==> src/rtl/fetch_decode_queue_if.sv <==
// Fetch/decode boundary signals: fetch-side valid/ready entry plus decode-side
// stall, flush and the presented head entry.
interface fetch_decode_queue_if #(
    parameter int XLEN  = 32,
    parameter int ILEN  = 32,
    parameter int DEPTH = 4
);
    // Fetch handshake: an entry transfers on a rising edge where valid_i and
    // ready_o are both high and Flush_i is low; fetch holds its entry otherwise.
    logic [XLEN-1:0]        pc_i;
    logic [ILEN-1:0]        instr_i;
    logic                   valid_i;
    logic                   ready_o;
    logic                   Stall_i;
    logic                   Flush_i;
    logic [XLEN-1:0]        pc_o;
    logic [ILEN-1:0]        instr_o;
    logic                   valid_o;
    logic [$clog2(DEPTH):0] count_o;

    modport master (
        output pc_i, instr_i, valid_i, Stall_i, Flush_i,
        input  ready_o, pc_o, instr_o, valid_o, count_o
    );

    modport slave (
        input  pc_i, instr_i, valid_i, Stall_i, Flush_i,
        output ready_o, pc_o, instr_o, valid_o, count_o
    );
endinterface

==> src/rtl/fetch_decode_queue.sv <==
// IF/ID boundary FIFO of {pc, instr} entries. Flush beats stall, and the head
// is presented combinationally from registered storage.
module fetch_decode_queue #(
    parameter int              XLEN         = 32,
    parameter int              ILEN         = 32,
    parameter int              DEPTH        = 4,
    parameter logic [ILEN-1:0] BUBBLE_INSTR = '0
) (
    input  logic                  clk_i,
    input  logic                  rst_i,
    fetch_decode_queue_if.slave   bus
);
    localparam int AW = $clog2(DEPTH);
    localparam int CW = AW + 1;

    logic [XLEN-1:0] r_mem_pc    [DEPTH];
    logic [ILEN-1:0] r_mem_instr [DEPTH];
    logic [AW-1:0]   r_wptr;
    logic [AW-1:0]   r_rptr;
    logic [CW-1:0]   r_count;

    logic w_ready;
    logic w_valid;
    logic w_push;
    logic w_pop;

    // Full/empty come only from the registered count, so ready/valid never
    // depend combinationally on any input.
    assign w_ready = (r_count != CW'(DEPTH));
    assign w_valid = (r_count != '0);
    assign w_push  = bus.valid_i & w_ready & ~bus.Flush_i;
    assign w_pop   = w_valid & ~bus.Stall_i & ~bus.Flush_i;

    // Entry storage is never cleared; the count gates stale data off the outputs.
    always_ff @(posedge clk_i) begin
        if (w_push && !rst_i) begin
            r_mem_pc[r_wptr]    <= bus.pc_i;
            r_mem_instr[r_wptr] <= bus.instr_i;
        end
    end

    always_ff @(posedge clk_i) begin
        if (rst_i || bus.Flush_i) begin
            r_wptr  <= '0;
            r_rptr  <= '0;
            r_count <= '0;
        end else begin
            if (w_push) begin
                r_wptr <= r_wptr + AW'(1);
            end
            if (w_pop) begin
                r_rptr <= r_rptr + AW'(1);
            end
            if (w_push && !w_pop) begin
                r_count <= r_count + CW'(1);
            end else if (w_pop && !w_push) begin
                r_count <= r_count - CW'(1);
            end
        end
    end

    assign bus.ready_o = w_ready;
    assign bus.valid_o = w_valid;
    assign bus.count_o = r_count;
    assign bus.pc_o    = w_valid ? r_mem_pc[r_rptr]    : '0;
    assign bus.instr_o = w_valid ? r_mem_instr[r_rptr] : BUBBLE_INSTR;
endmodule

==> src/flat_wrapper.sv <==
// flat-port wrapper written by rule: the top's interface ports become plain ports
module fetch_decode_queue_flat 
#(
    parameter int              XLEN         = 32,
    parameter int              ILEN         = 32,
    parameter int              DEPTH        = 4,
    parameter logic [ILEN-1:0] BUBBLE_INSTR = '0
)
  (clk_i, rst_i, bus_pc_i, bus_instr_i, bus_valid_i, bus_Stall_i, bus_Flush_i, bus_ready_o, bus_pc_o, bus_instr_o, bus_valid_o, bus_count_o);
  fetch_decode_queue_if #(.XLEN(XLEN), .ILEN(ILEN), .DEPTH(DEPTH)) bus_i ();
  input  logic clk_i;
  input  logic rst_i;
  input wire logic [$bits(bus_i.pc_i)-1:0] bus_pc_i;
  input wire logic [$bits(bus_i.instr_i)-1:0] bus_instr_i;
  input wire logic [$bits(bus_i.valid_i)-1:0] bus_valid_i;
  input wire logic [$bits(bus_i.Stall_i)-1:0] bus_Stall_i;
  input wire logic [$bits(bus_i.Flush_i)-1:0] bus_Flush_i;
  output wire logic [$bits(bus_i.ready_o)-1:0] bus_ready_o;
  output wire logic [$bits(bus_i.pc_o)-1:0] bus_pc_o;
  output wire logic [$bits(bus_i.instr_o)-1:0] bus_instr_o;
  output wire logic [$bits(bus_i.valid_o)-1:0] bus_valid_o;
  output wire logic [$bits(bus_i.count_o)-1:0] bus_count_o;
  assign bus_i.pc_i = bus_pc_i;
  assign bus_i.instr_i = bus_instr_i;
  assign bus_i.valid_i = bus_valid_i;
  assign bus_i.Stall_i = bus_Stall_i;
  assign bus_i.Flush_i = bus_Flush_i;
  assign bus_ready_o = bus_i.ready_o;
  assign bus_pc_o = bus_i.pc_o;
  assign bus_instr_o = bus_i.instr_o;
  assign bus_valid_o = bus_i.valid_o;
  assign bus_count_o = bus_i.count_o;
  fetch_decode_queue #(.XLEN(XLEN), .ILEN(ILEN), .DEPTH(DEPTH), .BUBBLE_INSTR(BUBBLE_INSTR)) u_core (.clk_i(clk_i), .rst_i(rst_i), .bus(bus_i));
endmodule
==> config.mk <==
export PLATFORM = sky130hd
export DESIGN_NAME = fetch_decode_queue_flat
export DESIGN_NICKNAME = d
export VERILOG_FILES = /design/src/rtl/fetch_decode_queue_if.sv /design/src/rtl/fetch_decode_queue.sv /design/src/flat_wrapper.sv
export SDC_FILE = /design/constraint.sdc
export NUM_CORES = 1
export LEC_CHECK = 0
export ABC_AREA = 0
export CORE_MARGIN = 10
export CORE_UTILIZATION = 30
export DETAILED_ROUTE_END_ITERATION = 12
export PLACE_DENSITY = 0.52
export SLEW_MARGIN = 20
export SYNTH_ARGS = -nofsm -noshare
export SYNTH_HDL_FRONTEND = slang
export SYNTH_SLANG_ARGS = --single-unit
==> constraint.sdc <==
create_clock -name clk_i -period 10.3 [get_ports clk_i]
set_input_delay 1.03 -clock clk_i [delete_from_list [all_inputs] [get_ports clk_i]]
set_output_delay 1.03 -clock clk_i [all_outputs]
set_load 0.02 [all_outputs]
==> flow_summary.yaml, run 1 <==
clocking:
  cts_max_level: 1
  cts_tree: "built"
  cts_resized: 0
  cts.clk_slew.worst_paths_ns: 0.06
  clock_path_buffers: 3
  cts_buffers: 29
  hold_buffers: 0
  clock_latency_ns: 0.54
  cts_setup_buffers: 0
  cts.sinks: 265
  root_buffer: "clkbuf_16"
hold_path:
  min-delay-start: "u_core.r_rptr[1]"
  hp-class: "reg2reg"
  whs_path_depth: 2
status:
  status: "finished clean"
critical_path:
  crit_required_ns: 9.27
  crit_path_start_kind: "register"
  cp_max_fo: 39
  path_cells: "buf_4 > mux4_1 > and2_1 > clkdlybuf4s50_1"
  r2r-end: "u_core.bus.count_o[2]"
  arrival_ns: 3.35
  end_kind: "primary output"
  critical_path_class: "reg2out"
  cp_slowest_cell: "buf_4"
  max_stage_delay_ns: 0.75
  r2r_cells: 9
  r2r-start: "u_core.bus.count_o[0]"
  reg2reg_slack_ns: 7.99
cells_and_area:
  fillers: 3050
  nets: 688
  drive_above_1_share_pct: 18.64
  area_growth_pct: 26.28
logic_synthesis:
  synth_compound_area_share_pct: 0.3425
  synth.most_common_cell: "edfxtp_1"
  synth_top_family_by_area: "multiplexers"
  synth_seq_cells: 265
  synth.top_cells.by_count: "256 x edfxtp_1, 64 x and2_1, 60 x mux4_2"
  synth_edf_count: 256
  postSynthAreaPerCell_um2: 22.34
  syn_nets: 533
  synth-adder-area-share_pct: 0.8072
  synthXorXnorAreaFrac_pct: 0.1712
  synth-main-ff-cell: "edfxtp_1"
  ys_seq_area_share_pct: 76.91
  synth_mux_area_share_pct: 14.54
  yosysTopAreaCell: "edfxtp_1"
  yosysUniqueCellTypes: 27
  yosysTopAreaCellShare_pct: 75.15
  synth_area_leaders: "edfxtp_1 75%, mux4_2 13%, and2_1 3.9%"
  synthSimpleGateAreaFrac_pct: 5.125
  synth_warnings: 0
  syn_area_mm2: 0.01023
  synthCells: 458
  async_flop_share_pct: 0
timing:
  relSlewSlack_pct: 32.77
  setup_viol: 0
  period_share_pct: 42.51
  period_needed_ns: 4.379
  hold_violations: 0
  worstMarginPinSlew_ns: 1.009
  report.final.slew_viol_count: 0
  skew_ns: 0.009659
  tns_ns: 0
  max_clock_freq_mhz: 228.4
  rsz0062_at_grt: "false"
grt:
  grt_pass1_wl_mm: 33.49
  grt_use_total_pct: 10.26
  grt_overflow: 0
  antenna_found_initial: 1
  grt_max_degree: 66
  grt_pass1_vias: 5608
die:
  die_w_um: 204.7
  dieArea_mm2: 0.04189
  core-area_mm2: 0.03362
  start_util_pct: 30.43
  die_y_um: 204.7
  num_rows: 67
  floorplan.io_pins: 138
place:
  io_buffers: 137
  place.gp.congestion: 0.7096
  dp_hpwl_mm: 13.01
detailed_routing:
  drtIter0Drc: 238
  wire_per_inst_um: 19.81
  drtPass1Iterations: 4
  routed_via_density: 4.447
  routed_wl_mm: 21.44
  ant_nets: 0
  drcViolationCount: 0
  via_count: 4812
run:
  maxCapViolCount: 0
power_and_ir_drop:
  power_mw: 2.292
  leakagePower_nw: 4.023
  ir_drop_mv: 0.1076
  power.density_mw_per_mm2: 177.4
layout make-up:
| class | count | area [um2] | share of cell area [%] |
|---|---|---|---|
| Sequential cell | 265 | 7875 | 60.96 |
| Clock inverter | 14 | 97.59 | 0.7555 |
| Clock buffer | 37 | 755.7 | 5.850 |
| Antenna cell | 1 | 2.502 | 0.01937 |
| Inverter | 5 | 21.27 | 0.1646 |
| Multi-Input combinational cell | 166 | 2167 | 16.77 |
| Tap cell | 448 | 560.5 | 4.339 |
| Timing Repair Buffer | 146 | 1439 | 11.14 |
worst max-delay path: cells and delay by family (launching register included):
kind / cells / cell delay, ns
buf+inv: 2 / 1.29
flops: 1 / 0.70
simple gates: 1 / 0.19
mux: 1 / 0.63
worst max-delay path by stage:
| stage | from | end | slack (ns) | depth (start not counted) |
|---|---|---|---|---|
| after CTS | register | bus_pc_o[31] | 5.70 | 4 |
| after detailed placement | register | bus_pc_o[31] | 6.30 | 4 |
| final | register | bus_pc_o[31] | 5.92 | 4 |
| after global placement | register | bus_pc_o[31] | 6.27 | 4 |
| after floorplan | bus_Flush_i | u_core.r_mem_instr[0][0] | 3.67 | 2 |
| after global routing | register | bus_pc_o[31] | 5.58 | 4 |
logic make-up after synthesis:
kind of cell,count (synthesis)
compound gates,7
simple gates,84
flops,265
fa+ha+maj,6
xor+xnor,2
buf+inv,27
mux,67
placed cells by master (no fill, tap or decap), types with 2 or more instances in the layout:
master and instances:
dfxtp_4 2, nor2_1 5, mux4_1 4, mux4_2 60, nand2_1 2, clkbuf_1 8, and2_1 64, nor3b_2 4
or3_1 4, xor2_1 2, clkinv_1 4, buf_4 9, clkdlybuf4s50_1 137, dfxtp_1 7, clkinv_2 7, a21oi_1 4
edfxtp_1 256, clkbuf_16 29, ha_1 5, o21ai_0 3, inv_1 4, mux2i_1 2
registers in the layout, indices dropped and copies added (netlist names), named ones only:
| signal | cells |
|---|---|
| u_core.bus.count_o | 3 |
| u_core.r_mem_instr | 128 |
| u_core.r_mem_pc | 128 |
| u_core.r_rptr | 2 |
| u_core.r_wptr | 2 |
metrics by stage:
stage,cells,utilization (%),setup WS (ns),cell area (um2),hold slack [ns]
after floorplan,458,-,3.674,10230,0.4591
after global routing,1081,38.42,5.583,12920,0.5574
final,1082,38.43,5.921,12920,0.4927
after global placement,1030,35.88,6.268,12060,0.4604
after CTS,1081,38.42,5.703,12920,0.4996
after detailed placement,1030,35.88,6.299,12060,0.4811
layer usage:
| layer | up-vias | global-route usage [%] | wire, um |
|---|---|---|---|
| li1 | 2169 | - | - |
| met1 | 2502 | 12.54 | 8996 |
| met2 | 112 | 17.47 | 10670 |
| met3 | 29 | 2.891 | 1392 |
| met4 | 0 | 2.698 | 373 |
| met5 | - | 0 | 0 |
power by group:
group	internal, mW	switching, mW
logic	0.0831	0.0827
registers	1.19	0.00514
clock network	0.539	0.388
Note: power is estimated with default switching activity, not from simulation.
==> inputs of run 2 (changes only) <==
Clock period 10.3 ns to 4.1 ns, I/O delays scaled along.
==> flow_summary.yaml, run 2 (synthesis results as in run 1) <==
clocking:
  cts.sinks: 265
  cts_buffers: 30
  cts_tree: "built"
  root_buffer: "clkbuf_16"
  cts_setup_buffers: 0
  cts_resized: 0
  clock_path_buffers: 3
  cts.clk_slew.worst_paths_ns: 0.06
  clock_latency_ns: 0.54
  cts_max_level: 1
  hold_buffers: 0
timing:
  max_clock_freq_mhz: 302.8
  setup_viol: 0
  report.final.slew_viol_count: 0
  worstMarginPinSlew_ns: 1.068
  hold_violations: 0
  skew_ns: 0.007848
  period_share_pct: 80.55
  relSlewSlack_pct: 28.82
  period_needed_ns: 3.302
  rsz0062_at_grt: "false"
grt:
  grt_use_total_pct: 10.49
  grt_pass1_vias: 5597
  grt_pass1_wl_mm: 34.06
  grt_overflow: 0
  grt_max_degree: 65
  antenna_found_initial: 1
detailed_routing:
  routed_via_density: 4.484
  drtIter0Drc: 266
  wire_per_inst_um: 20.27
  routed_wl_mm: 22.07
  drcViolationCount: 0
  drtPass1Iterations: 4
  via_count: 4883
  ant_nets: 0
die:
  dieArea_mm2: 0.04189
  die_w_um: 204.7
  die_y_um: 204.7
  num_rows: 67
  core-area_mm2: 0.03362
  floorplan.io_pins: 138
  start_util_pct: 30.43
critical_path:
  crit_path_start_kind: "register"
  max_stage_delay_ns: 0.72
  critPathBufInv: 2
  path_cells: "buf_4 > mux4_2 > and2_1 > clkdlybuf4s50_1"
  cp_max_fo: 27
  arrival_ns: 2.89
  cp_slowest_cell: "dfxtp_4"
  path_delay_family: "buffers and inverters"
  crit_required_ns: 3.69
  end_kind: "primary output"
  cp_num_cells: 4
  critical_path_class: "reg2out"
  r2r_cells: 9
place:
  place.gp.congestion: 0.6664
  place_area_mm2: 0.01210
  dp_hpwl_mm: 13.43
  io_buffers: 137
cells_and_area:
  postLayoutCellArea_mm2: 0.01307
  drive_above_1_share_pct: 19.38
  utilization_pct: 38.88
  final_common_cell: "edfxtp_1"
  area_growth_pct: 27.78
  final_cell_mix: "256 x edfxtp_1, 137 x clkdlybuf4s50_1, 64 x and2_1"
  nets: 693
hold_path:
  hp-class: "reg2reg"
  whs_path_depth: 2
power_and_ir_drop:
  power.density_mw_per_mm2: 459.0
  leakagePower_nw: 4.091
  ir_drop_mv: 0.3568
status:
  status: "finished clean"
run:
  maxCapViolCount: 0
==> run 2: changes by cell type in the layout (fill, tap and decap cells not counted) <==
cell / before / now
clkinv_1: 4 / 1
inv_6: 1 / 0
clkbuf_16: 29 / 31
clkinv_2: 7 / 2
inv_2: 0 / 1
inv_4: 1 / 0
buf_4: 9 / 12
clkinvlp_4: 0 / 1
clkbuf_1: 8 / 12
buf_12: 0 / 1
clkbuf_8: 0 / 4
bufinv_16: 1 / 2
==> run 2: path summary, 6_finish.rpt <==
check                              from               endpoint  slack (ns)
hold reg to reg        u_core.r_rptr[1]               register        0.49
setup reg to reg  u_core.bus.count_o[0]  u_core.bus.count_o[2]        1.76
setup / recovery               register           bus_pc_o[11]        0.80
hold / removal         u_core.r_rptr[1]               register        0.49
==> run 2: area by class of cell <==
type / instances / area (um2)
Fill cell: 3013 / 20540
Sequential cell: 265 / 7875
Multi-Input combinational cell: 166 / 2167
Timing Repair Buffer: 150 / 1481
Clock buffer: 47 / 875.8
Tap cell: 448 / 560.5
Clock inverter: 7 / 90.09
Inverter: 5 / 18.77
Antenna cell: 1 / 2.502
==> run 2: metal layers <==
layer  wire [um]  vias to the layer above  GRT usage (%)
met3        1204                       35          2.590
met2       11040                      117          18.14
li1            -                     2188              -
met4         503                        0          2.724
met5           0                        -              0
met1        9321                     2543          12.82
==> run 2: tightest hold or removal path: stages, from the launching register on <==
cell and delay [ns]:
dfxtp_1 0.31, o21ai_0 0.06, a21oi_1 0.07
==> run 2: power breakdown <==
part	leakage (nW)	internal [mW]	switching, mW
clock network	0.467	1.58	0.989
logic	1.24	0.213	0.208
registers	2.39	3.00	0.0136
total	4.09	4.79	1.21
==> run 2: through the flow <==
step / power, mW / cells / worst slack [ns] / hold WS [ns] / setup TNS, ns
3_3_place_gp: 3.491 / 1034 / 1.252 / 0.4581 / 0
2_1_floorplan: 3.264 / 458 / -2.238 / 0.4591 / -573.05
4_1_cts: 6.099 / 1088 / 0.6573 / 0.4620 / 0
6_report: 5.999 / 1089 / 0.7976 / 0.4916 / 0
3_5_place_dp: 3.501 / 1034 / 1.255 / 0.4941 / 0
5_1_grt: 6.229 / 1088 / 0.5641 / 0.4893 / 0
==> inputs of run 3 (changes only) <==
Settings changed: PLACE_DENSITY 0.52 to 0.54.
Clock period 4.1 ns to 3 ns, I/O delays scaled along.
==> flow_summary.yaml, run 3 (synthesis results as in run 1) <==
critical_path:
  cp_slowest_cell: "clkdlybuf4s50_1"
  reg2reg_slack_ns: 0.71
  r2r_cells: 9
  crit_path_start_kind: "register"
  arrival_ns: 2.50
  crit_required_ns: 2.70
  r2r-start: "u_core.bus.count_o[2]"
  max_stage_delay_ns: 0.55
  path_cells: "buf_12 > mux4_2 > and2_1 > clkdlybuf4s50_1"
  cp_max_fo: 21
  r2r-end: "u_core.bus.count_o[2]"
  critical_path_class: "reg2out"
  end_kind: "primary output"
cells_and_area:
  drive_above_1_share_pct: 20.16
  multi_input_area_mm2: 0.002210
  area_growth_pct: 29.18
  fillers: 3038
  postLayoutCellArea_mm2: 0.01322
  final_common_cell: "edfxtp_1"
  nets: 698
  seq_area_mm2: 0.007878
  final_cell_mix: "256 x edfxtp_1, 137 x clkdlybuf4s50_1, 64 x and2_1"
  stdcell_count: 1093
  utilization_pct: 39.31
  antenna_cells: 0
place:
  place_area_mm2: 0.01223
  place.gp.congestion: 0.6815
  dp.cells: 1038
  dp_slack_ns: 0.4490
  io_buffers: 137
  dp_hpwl_mm: 14.09
die:
  die_w_um: 204.7
  core-area_mm2: 0.03362
  die_y_um: 204.7
  start_util_pct: 30.43
  dieArea_mm2: 0.04189
  num_rows: 67
  floorplan.io_pins: 138
timing:
  relSlewSlack_pct: 58.46
  worst_slack_ns: 0.1965
  rsz0062_at_grt: "false"
  period_needed_ns: 2.803
  tns_ns: 0
  setup_viol: 0
  worstMarginPinSlew_ns: 0.6231
  holdWs_ns: 0.3985
  skew_ns: 0.008539
  max_clock_freq_mhz: 356.7
  report.final.slew_viol_count: 0
  period_share_pct: 93.45
  hold_violations: 0
power_and_ir_drop:
  ir_drop_mv: 0.4453
  power.density_mw_per_mm2: 621.0
  power_mw: 8.207
  leakagePower_nw: 4.161
grt:
  grt_max_degree: 44
  grt_use_total_pct: 10.63
  grt_pass1_vias: 5543
  grt_overflow: 0
  grt_pass1_wl_mm: 34.07
  antenna_found_initial: 0
clocking:
  cts_tree: "built"
  clock_latency_ns: 0.54
  root_buffer: "clkbuf_16"
  cts_max_level: 1
  cts.clk_slew.worst_paths_ns: 0.06
  cts.sinks: 265
  cts_buffers: 30
  clock_path_buffers: 3
hold_path:
  hp-class: "in2reg"
  whs_path_depth: 1
  holdPathEnd: "u_core.r_mem_instr[0][21]"
  min-delay-start: "bus_instr_i[21]"
detailed_routing:
  drcViolationCount: 0
  drtPass1Iterations: 4
  ant_nets: 0
  via_count: 4930
  wire_per_inst_um: 20.77
  drtIter0Drc: 222
  routed_via_density: 4.511
  routed_wl_mm: 22.71
run:
  maxCapViolCount: 0
status:
  status: "finished clean"
run 3: cell types whose count changed in the layout (fill, tap and decap cells not counted), moves of 2 or more:
cell	change
clkinv_1	+8
clkbuf_1	-6
buf_12	+5
clkbuf_8	-4
nor3b_2	-4
nor3b_4	+4
buf_4	-2
buf_6	+2
dfxtp_1	-2
dfxtp_2	+2
run 3: final cells by class:
type | instances | share of cell area, %
tap | 448 | 4.242
clock buffer | 37 | 6.041
sequential | 265 | 59.61
clock inverter | 17 | 1.202
multi-input combinational | 166 | 16.72
inverter | 5 | 0.1610
timing repair buffer | 155 | 12.02
run 3: what timing repair did:
action | CTS | global route
hold buffers | 0 | 0
setup buffers | 0 | 1
hold endpoints to repair | 0 | 0
cloned | 0 | 0
endpoints found under the setup margin | 15 | 47
resized for setup | 3 | 1
run 3: power breakdown:
part | switching [mW] | internal, mW | leakage [nW]
clock | 1.38 | 2.13 | 0.462
sequential | 0.0139 | 4.10 | 2.39
combinational | 0.294 | 0.298 | 1.31
run 3: worst max path at each step:
stage / end / slack, ns
3_3_place_gp: bus_instr_o[23] / 0.55
4_1_cts: bus_instr_o[27] / 0.01
2_1_floorplan: u_core.r_mem_instr[2][0] / 0.008
6_report: bus_instr_o[27] / 0.20
5_1_grt: bus_pc_o[22] / 0.03
3_5_place_dp: u_core.bus.count_o[2] / 0.45
run 3: worst max-delay path, delay by kind of cell, from the launching register on:
kind          cells  cell delay [ns]
simple gates      1             0.20
buf+inv           2             0.79
mux               1             0.51
flops             1             0.44
run 3: per-layer routing:
layer | track usage (%) | wire length [um]
met1 | 12.90 | 9499
met2 | 18.34 | 11550
met3 | 2.938 | 1348
met4 | 2.565 | 308
met5 | 0 | 0
